File: src/rtl/dma_w_arbiter_pkg.sv
// Shared definitions for the DMA write-channel arbiter.
// State encodings and address-offset helpers.
package dma_w_arbiter_pkg;

   localparam int ARB_STATE_W = 2;

   typedef enum logic [ARB_STATE_W-1:0] {
      ARB_IDLE   = 2'd0,
      ARB_GRANT  = 2'd1,
      ARB_ACTIVE = 2'd2,
      ARB_DRAIN  = 2'd3
   } arb_state_e;

   // Byte-offset bits below the data-word boundary.
   function automatic int calc_offset_w(input int data_w);
      return $clog2(data_w / 8);
   endfunction

   // Width of a client index; never below one bit.
   function automatic int calc_idx_w(input int n);
      return (n > 1) ? $clog2(n) : 1;
   endfunction

endpackage

File: src/rtl/dma_w_arbiter_pick.sv
// Round-robin first-one finder.
// Scans upward from the pointer with wrap-around.
module rr_priority_pick
   import dma_w_arbiter_pkg::*;
#(
   parameter int N_REQ = 2,
   parameter int IDX_W = calc_idx_w(N_REQ)
) (
   input  logic [N_REQ-1:0] i_valid,
   input  logic [IDX_W-1:0] i_ptr,
   output logic [IDX_W-1:0] o_idx,
   output logic             o_any
);

   // Walk from farthest to nearest so the nearest valid client wins.
   always_comb begin
      o_idx = '0;
      o_any = 1'b0;
      for (int k = N_REQ - 1; k >= 0; k--) begin
         if (i_valid[(int'(i_ptr) + k) % N_REQ]) begin
            o_idx = IDX_W'((int'(i_ptr) + k) % N_REQ);
            o_any = 1'b1;
         end
      end
   end

endmodule

File: src/rtl/dma_w_arbiter.sv
// Shares one aligner/DMA write channel between write clients.
// A grant lasts a whole job, until the DMA accepts its last beat.
module dma_w_arbiter
   import dma_w_arbiter_pkg::*;
#(
   parameter int N_REQ  = 2,
   parameter int ADDR_W = 32,
   parameter int DATA_W = 32
) (
   input  logic                       clk,
   input  logic                       rst,
   input  logic [N_REQ-1:0]           req_valid,
   input  logic [N_REQ*ADDR_W-1:0]    req_addr,
   input  logic [N_REQ*DATA_W-1:0]    req_wdata,
   input  logic [N_REQ*(DATA_W/8)-1:0] req_wstrb,
   input  logic [N_REQ*ADDR_W-1:0]    req_end_addr,
   output logic [N_REQ-1:0]           req_ready,
   output logic                       aln_valid,
   output logic [ADDR_W-1:0]          aln_addr,
   output logic [DATA_W-1:0]          aln_wdata,
   output logic [DATA_W/8-1:0]        aln_wstrb,
   input  logic                       aln_ready,
   output logic [ADDR_W-1:0]          aln_end_addr,
   output logic                       aln_clear,
   output logic                       aln_run,
   input  logic                       dma_w_valid,
   input  logic                       dma_w_ready,
   input  logic [ADDR_W-1:0]          dma_w_addr,
   output logic [N_REQ-1:0]           grant,
   output logic                       busy,
   output logic                       job_done
);

   localparam int OFFSET_W = calc_offset_w(DATA_W);
   localparam int STRB_W   = DATA_W / 8;
   localparam int IDX_W    = calc_idx_w(N_REQ);

   arb_state_e         r_state;
   logic [IDX_W-1:0]   r_owner;
   logic [IDX_W-1:0]   r_rr;
   logic [ADDR_W-1:0]  r_end;
   logic [N_REQ-1:0]   r_grant;
   logic               r_busy;
   logic               r_job_done;
   logic               r_clear;
   logic               r_run;

   logic [ADDR_W-1:0]  w_addr_a [N_REQ];
   logic [DATA_W-1:0]  w_data_a [N_REQ];
   logic [STRB_W-1:0]  w_strb_a [N_REQ];
   logic [ADDR_W-1:0]  w_end_a  [N_REQ];

   logic [IDX_W-1:0]   w_pick_idx;
   logic               w_pick_any;
   logic [N_REQ-1:0]   w_pick_hot;
   logic [IDX_W-1:0]   w_rr_next;
   logic               w_active;
   logic               w_own_valid;
   logic [ADDR_W-1:0]  w_own_addr;
   logic               w_beat_last;
   logic               w_dma_last;
   logic               w_unused;

   for (genvar g = 0; g < N_REQ; g++) begin : g_slice
      assign w_addr_a[g] = req_addr[g*ADDR_W +: ADDR_W];
      assign w_data_a[g] = req_wdata[g*DATA_W +: DATA_W];
      assign w_strb_a[g] = req_wstrb[g*STRB_W +: STRB_W];
      assign w_end_a[g]  = req_end_addr[g*ADDR_W +: ADDR_W];
   end

   rr_priority_pick #(
      .N_REQ (N_REQ),
      .IDX_W (IDX_W)
   ) u_pick (
      .i_valid (req_valid),
      .i_ptr   (r_rr),
      .o_idx   (w_pick_idx),
      .o_any   (w_pick_any)
   );

   assign w_pick_hot  = N_REQ'(1) << w_pick_idx;
   assign w_rr_next   = (r_owner == IDX_W'(N_REQ - 1)) ?
                        '0 : r_owner + 1'b1;

   assign w_active    = (r_state == ARB_ACTIVE);
   assign w_own_valid = req_valid[r_owner];
   assign w_own_addr  = w_addr_a[r_owner];

   // >= rather than == so a client end below its start still terminates.
   assign w_beat_last = w_active & w_own_valid & aln_ready &
                        (w_own_addr[ADDR_W-1:OFFSET_W] >=
                         r_end[ADDR_W-1:OFFSET_W]);

   assign w_dma_last  = dma_w_valid & dma_w_ready &
                        (dma_w_addr[ADDR_W-1:OFFSET_W] >=
                         r_end[ADDR_W-1:OFFSET_W]);

   // The DMA side is word aligned; its byte offset carries no meaning.
   assign w_unused    = ^dma_w_addr[OFFSET_W-1:0];

   assign aln_valid    = w_active & w_own_valid;
   assign aln_addr     = w_own_addr;
   assign aln_wdata    = w_data_a[r_owner];
   assign aln_wstrb    = w_strb_a[r_owner];
   assign aln_end_addr = r_end;
   assign aln_clear    = r_clear;
   assign aln_run      = r_run;
   assign grant        = r_grant;
   assign busy         = r_busy;
   assign job_done     = r_job_done;

   // Only the owner sees the aligner's ready, and only while ACTIVE.
   always_comb begin
      req_ready = '0;
      if (w_active) begin
         req_ready[r_owner] = aln_ready;
      end
   end

   // Job FSM: pick in IDLE, configure in GRANT, stream, wait for DMA.
   always_ff @(posedge clk or posedge rst) begin
      if (rst) begin
         r_state    <= ARB_IDLE;
         r_owner    <= '0;
         r_rr       <= '0;
         r_end      <= '0;
         r_grant    <= '0;
         r_busy     <= 1'b0;
         r_job_done <= 1'b0;
         r_clear    <= 1'b0;
         r_run      <= 1'b0;
      end else begin
         r_job_done <= 1'b0;
         case (r_state)
            ARB_IDLE: begin
               if (w_pick_any) begin
                  r_state <= ARB_GRANT;
                  r_owner <= w_pick_idx;
                  r_end   <= w_end_a[w_pick_idx];
                  r_grant <= w_pick_hot;
                  r_busy  <= 1'b1;
                  r_clear <= 1'b1;
                  r_run   <= 1'b1;
               end
            end
            ARB_GRANT: begin
               r_state <= ARB_ACTIVE;
               r_clear <= 1'b0;
               r_run   <= 1'b0;
            end
            ARB_ACTIVE: begin
               if (w_beat_last) begin
                  r_state <= ARB_DRAIN;
               end
            end
            ARB_DRAIN: begin
               if (w_dma_last) begin
                  r_state    <= ARB_IDLE;
                  r_grant    <= '0;
                  r_busy     <= 1'b0;
                  r_job_done <= 1'b1;
                  r_rr       <= w_rr_next;
               end
            end
            default: begin
               r_state <= ARB_IDLE;
            end
         endcase
      end
   end

endmodule

File: config.mk
export PLATFORM = sky130hd
export DESIGN_NAME = dma_w_arbiter
export DESIGN_NICKNAME = d
export VERILOG_FILES = /design/src/rtl/dma_w_arbiter_pkg.sv /design/src/rtl/dma_w_arbiter_pick.sv /design/src/rtl/dma_w_arbiter.sv
export SDC_FILE = /design/constraint.sdc
export NUM_CORES = 1
export LEC_CHECK = 0
export CAP_MARGIN = 20
export CORE_AREA = 2 2 137 139
export DETAILED_ROUTE_END_ITERATION = 6
export DIE_AREA = 0 0 139 141
export HOLD_SLACK_MARGIN = 0.05
export PLACE_DENSITY_LB_ADDON = 0.15
export SYNTH_ARGS = -nofsm -noshare
export SYNTH_HDL_FRONTEND = slang
export SYNTH_HIERARCHICAL = 1
export SYNTH_SLANG_ARGS = --single-unit
File: constraint.sdc
create_clock -name clk -period 4.1 [get_ports clk]
set_clock_uncertainty 0.05 [all_clocks]
set_input_delay 0.82 -clock clk [delete_from_list [all_inputs] [get_ports clk]]
set_output_delay 0.82 -clock clk [all_outputs]
set_load 0.03 [all_outputs]
==> flow_summary.toml <==
[timing]
slew_headroom_pct = 53.3
grt_setup_unrepaired = "false"
hold_violations = 0
tightestPinTransition_ns = 0.698
slew_violations = 0
finalCriticalPeriod_ns = 3.64
setup_tns_ns = 0
fmax_ghz = 0.274
finalSetupViolCount = 0
fin_hold_ws_ns = 0.443
period_share_pct = 88.9

[grt]
grt_use_met3_pct = 3.94
grt_pass1_wl_um = 27600
grt_pass1_vias = 4730
grt_use_total_pct = 18.2
grt_max_degree = 42
grt-busiest-layer = "met2"
grt_use_met2_pct = 35.5
antenna_found_initial = 4
grt-ovfl-total = 0
grt_use_met1_pct = 19.4

[run]
drv_cap = 0

[status]
status = "complete, no violations"

[floorplanning]
std_cell_rows = 50
initial_utilization_pct = 22.5
io_pins = 348
die-height_um = 141
fp.dieW_um = 139
die_area_um2 = 19600
core_um2 = 18300

[critical_path]
cp.arrival_ns = 2.77
end_kind = "primary output"
worstSetupPathType = "flip-flop to primary output"
crit_fanout = 36
worst-endpoint-required_ns = 3.23
startpoint_type = "flip-flop"

[power_and_ir_drop]
pwr_density_cell_nw_per_um2 = 576
p_leak_nw = 3.37
peakVddDrop_mv = 0.367

[synth]
synth_ff_type = "dfrtp_1"
synth_fp_nets = 751
synth_area_leaders = "dfrtp_1 (25%), ha_1 (20%), mux2_2 (19%)"
synth_top_area_cell = "dfrtp_1"
yosysSeqAreaShare_pct = 25.0
synthTopCellsByCount = "mux2_2 (68), ha_1 (64), nand2_1 (58)"
async_flop_share_pct = 100
ys_types = 40
synth_edf_count = 0
synth_top_area_share_pct = 25.0
synth.most_common_cell = "mux2_2"
yosysWarnings = 6
synth-seq-cells = 41
syn_avg_cell_area_um2 = 9.17
syn_area_um2 = 4110
postSynthCellCount = 448

[clocking]
ctsHoldBuffers = 0
clkSinkCount = 41
h-tree-depth = 2
cts_tree = "built"
cts_resized = 0
cts_buffer_depth = 2
postCtsSetupBuffers = 0
cts_made_buffers = 5
clock_latency_ns = 0.29
cts_root_buffer = "clkbuf_16"
clkTransAtPathRegs_ns = 0.07

[routing]
num_vias = 4565
viasPerCell = 4.45
dr.pass1.iters = 4
routed_wl_um = 18800
drc = 0
drt_iter0_markers = 92
ant_nets = 0
routedWlPerCell_um = 18.3

[placement]
globalplace.congestion = 0.941
place_area_um2 = 7830
place_hpwl_um = 16000
portBuffers = 345

[final_layout]
nFillCells = 1773
area_delta_synth_final_pct = 95.6
finalNetCount = 1089
stdcell_area_um2 = 8030
drive_gt1_share_pct = 11.6
finish.utilization_pct = 44.0

[worst_hold_path]
hold_path_class = "flip-flop to flip-flop"
per-stage QoR:
stage	setup WS (ns)	cells	total power, W
after floorplan	0.996	448	0.00281
after global placement	0.512	1012	0.00411
after detailed placement	0.450	1012	0.00417
after CTS	0.407	1020	0.00469
after global routing	0.326	1025	0.00499
final	0.457	1025	0.00463
cells by family (layout without fill, tap and decap cells):
logic type,after synthesis,count (layout),synth area share [%]
adder cells (fa/ha/maj),64,64,19.5
AND/OR/NAND/NOR,93,93,10.1
AO/OA/AOI/OAI,90,90,12.9
buffers and inverters,58,397,5.45
other,0,4,0
multiplexers,102,102,27.1
flip-flops,41,41,25.0
power breakdown:
group          switching (W)  internal, W  total (W)
Clock               0.000190     0.000305   0.000495
Sequential          0.000178     0.000601   0.000779
Combinational        0.00185      0.00151    0.00335
Total                0.00221      0.00241    0.00463
layout by cell type, fill, tap and decap left out, types with 2 or more instances in the layout:
cell type / count
clkdlybuf4s50_1: 345
mux2_2: 68
ha_1: 64
nand2_1: 57
o21ai_0: 44
dfrtp_1: 40
inv_1: 37
mux2i_1: 33
a21oi_1: 23
nor2_1: 11
nand3_1: 6
nand4_1: 5
clkbuf_16: 5
buf_4: 5
diode_2: 4
nand2b_1: 3
a211oi_1: 3
and4_1: 3
o211ai_1: 3
a221oi_1: 2
a22oi_1: 2
a31oi_1: 2
and2_1: 2
critical path, cell delays in order, from the launching register on:
cell,delay (ns)
dfrtp_4,0.60
buf_4,0.47
buf_4,0.37
mux2_2,0.38
clkdlybuf4s50_1,0.63
cell type report:
class	instances	area [um2]	share of cell area, %
tap	234	293	3.64
sequential	41	1030	12.8
multi-input combinational	349	2870	35.7
clock inverter	2	37.5	0.467
clock buffer	6	139	1.73
inverter	38	143	1.78
timing repair buffer	351	3510	43.7
antenna	4	10.0	0.125
state kept, by name (all words and copies together), names as in the netlist:
signal,count
aln_end_addr,32
r_state,2
busy,1
grant,2
r_owner,1
job_done,1
aln_run,1
r_rr,1
per-layer routing:
metal	share of wire, %	up-vias
met4	1.9	0
met2	55	158
li1	-	2286
met3	5.8	12
met5	0	-
met1	37	2109
path summary, 6_finish.rpt:
path	startpoint	to	slack, ns	cells past startpoint
min reg2reg	aln_end_addr[0]$_DFFE_PP0P_	aln_end_addr[0]$_DFFE_PP0P_	0.44	2
max reg2reg	r_owner$_DFFE_PP0P_	r_state[1]$_DFFE_PP0P_	0.68	9
max	r_owner$_DFFE_PP0P_	aln_wdata[7]	0.46	4
min in group asynchronous	rst	aln_run$_DFFE_PP0P_	0.81	2
min	aln_end_addr[0]$_DFFE_PP0P_	aln_end_addr[0]$_DFFE_PP0P_	0.44	2
max in group asynchronous	rst	aln_end_addr[10]$_DFFE_PP0P_	2.69	3
(Power assumes the default switching activity.)
==> variant: new RTL, config.mk and constraints unchanged <==
The parameter `ADDR_W` goes from 32 to 16.
--- a/src/rtl/dma_w_arbiter.sv
+++ b/src/rtl/dma_w_arbiter.sv
@@ -5,5 +5,5 @@
 #(
    parameter int N_REQ  = 2,
-   parameter int ADDR_W = 32,
+   parameter int ADDR_W = 16,
    parameter int DATA_W = 32
 ) (
Interface: changed (5 resized); port bits go from 348 to 236. The function was not compared with the original's and may differ.
==> variant against the unedited design <==
Total power shrank 34%. Sequential cell count down 16. Cell area fell by 34%. Area after synthesis fell by 38%. Utilization is 15 points lower. Wire length shrank 43%. Setup slack gained 0.43 ns. Critical endpoint is now aln_addr[0]. Largest cell class unchanged. Highest routed layer is now met5.
==> variant: results (changes against the unedited design) <==
GRT
  • Largest net degree at the start of global routing: 35 (was 42)
  • Vias in the first global route: 2978 (was 4730)
  • First-pass GRT wire length: 16.6 mm (was 27.6 mm)
  • GRT Resource Usage Total: 10.6% (was 18.2%)
  • Initial antenna violation count: 1 (was 4)

Placed design
  • Half-perimeter wire length after placement: 9.34 mm (was 16.0 mm)
  • DP Area: 5160 um2 (was 7830 um2)
  • Gpl congestion: 0.773 (was 0.941)
  • Number of port buffers: 233 (was 345)
  • Placed instance count: 733 (was 1012)

Yosys
  • Synth Net Count: 464 (was 751)
  • Distinct cells, synth: 39 (was 40)
  • Adder-cell share of the synthesized area: 15.8% (was 19.5%)
  • Post-synthesis mux area share: 30.7% (was 27.1%)
  • Sequential area share after synthesis: 24.7% (was 25.0%)
  • Syn Area/Cell: 9.29 um2 (was 9.17 um2)
  • Synth Area in Compound Gates: 12.6% (was 12.9%)
  • Largest cells by area after synthesis: dfrtp_1, mux2_2, ha_1 (was dfrtp_1, ha_1, mux2_2)
  • Synth top cells by count: mux2_2, nand2_1, ha_1 (was mux2_2, ha_1, nand2_1)

Critical path
  • R2R setup slack: 1.19 ns (was 0.68 ns)
  • Worst Path Max Fanout: 28 (was 36)
  • Reg2Reg Depth: 7 (was 9)
  • Worst r2r src: r_owner (unchanged)
  • Crit path arrival time: 2.34 ns (was 2.77 ns)

Route
  • First DRT Iteration DRCs: 33 (was 92)
  • WL final: 10.6 mm (was 18.8 mm)
  • Total number of vias: 2865 (was 4565)

Layout
  • Filler cells: 1880 (was 1773)
  • Area delta synth->final: 108% (was 95.6%)
  • Final Instance Count excl. Fillers: 738 (was 1025)
  • N_diodes: 0 (was 4)
  • Fin nets: 696 (was 1089)
  • Max FFs per register: 16 (was 32)
  • Layout cells sized above 1: 13.7% (was 11.6%)

Power
  • Leakage: 2.16 nW (was 3.37 nW)
  • Worst IR Drop VDD: 0.244 mV (was 0.367 mV)

Clock network
  • CTS buffer count: 3 (was 5)
  • Worst-path clk slew: 0.06 ns
  • CTS H-tree depth: 1 (was 2)
  • Skew-Pair Late Insertion Delay: 0.26 ns (was 0.29 ns)

Hold path
  • WHS Path Cells: 2 (unchanged)
  • Hold endpoint: aln_end_addr[0] (unchanged)

Outcome
  • Status: finished clean (unchanged)

Timing
  • Worst-Margin Slew: 0.948 ns (was 0.698 ns)
## variant: cells by family after synthesis
| kind of cell | after synthesis |
|---|---|
| compound gates | 50 |
| fa+ha+maj | 32 |
| buf+inv | 35 |
| flops | 25 |
| mux | 71 |
| simple gates | 60 |
## variant: layout make-up
cell class | count | share of cell area, %
Timing Repair Buffer | 239 | 45.7
Multi-Input combinational cell | 213 | 33.7
Sequential cell | 25 | 11.9
Tap cell | 234 | 5.55
Inverter | 23 | 1.64
Clock buffer | 4 | 1.50
## variant: worst max-delay path, cell delays in order, from the launching register on
cell and delay, ns:
dfrtp_2 0.81, buf_4 0.29, mux2_2 0.34, clkdlybuf4s50_1 0.62
## variant: through the flow
step                      hold WS, ns  setup WS [ns]
after global routing            0.483          0.774
after detailed placement        0.424          0.800
after global placement          0.415          0.871
after CTS                       0.452          0.829
after floorplan                 0.444           1.20
final                           0.446          0.887
## variant: power breakdown
group	switching (mW)	internal (mW)
registers	0.152	0.366
logic	1.23	1.08
clock network	0.0875	0.133
total	1.47	1.58
## variant: worst max-delay path by stage
stage / from / to / slack, ns
6_report: r_owner / aln_addr[0] / 0.89
5_1_grt: r_owner / aln_addr[0] / 0.77
4_1_cts: r_owner / aln_addr[12] / 0.83
3_5_place_dp: dma_w_addr[7] / r_state[1] / 0.80
3_3_place_gp: dma_w_addr[7] / r_state[1] / 0.87
2_1_floorplan: r_owner / r_state[1] / 1.20
## variant: per-layer routing
layer,part of all wire [%],global-route usage [%],wire length [um],vias up
met5,0.094,0,10,-
li1,-,-,-,1437
met1,41,12.7,4390,1268
met4,0.85,2.23,90,2
met3,9.3,3.23,991,7
met2,49,18.8,5160,151
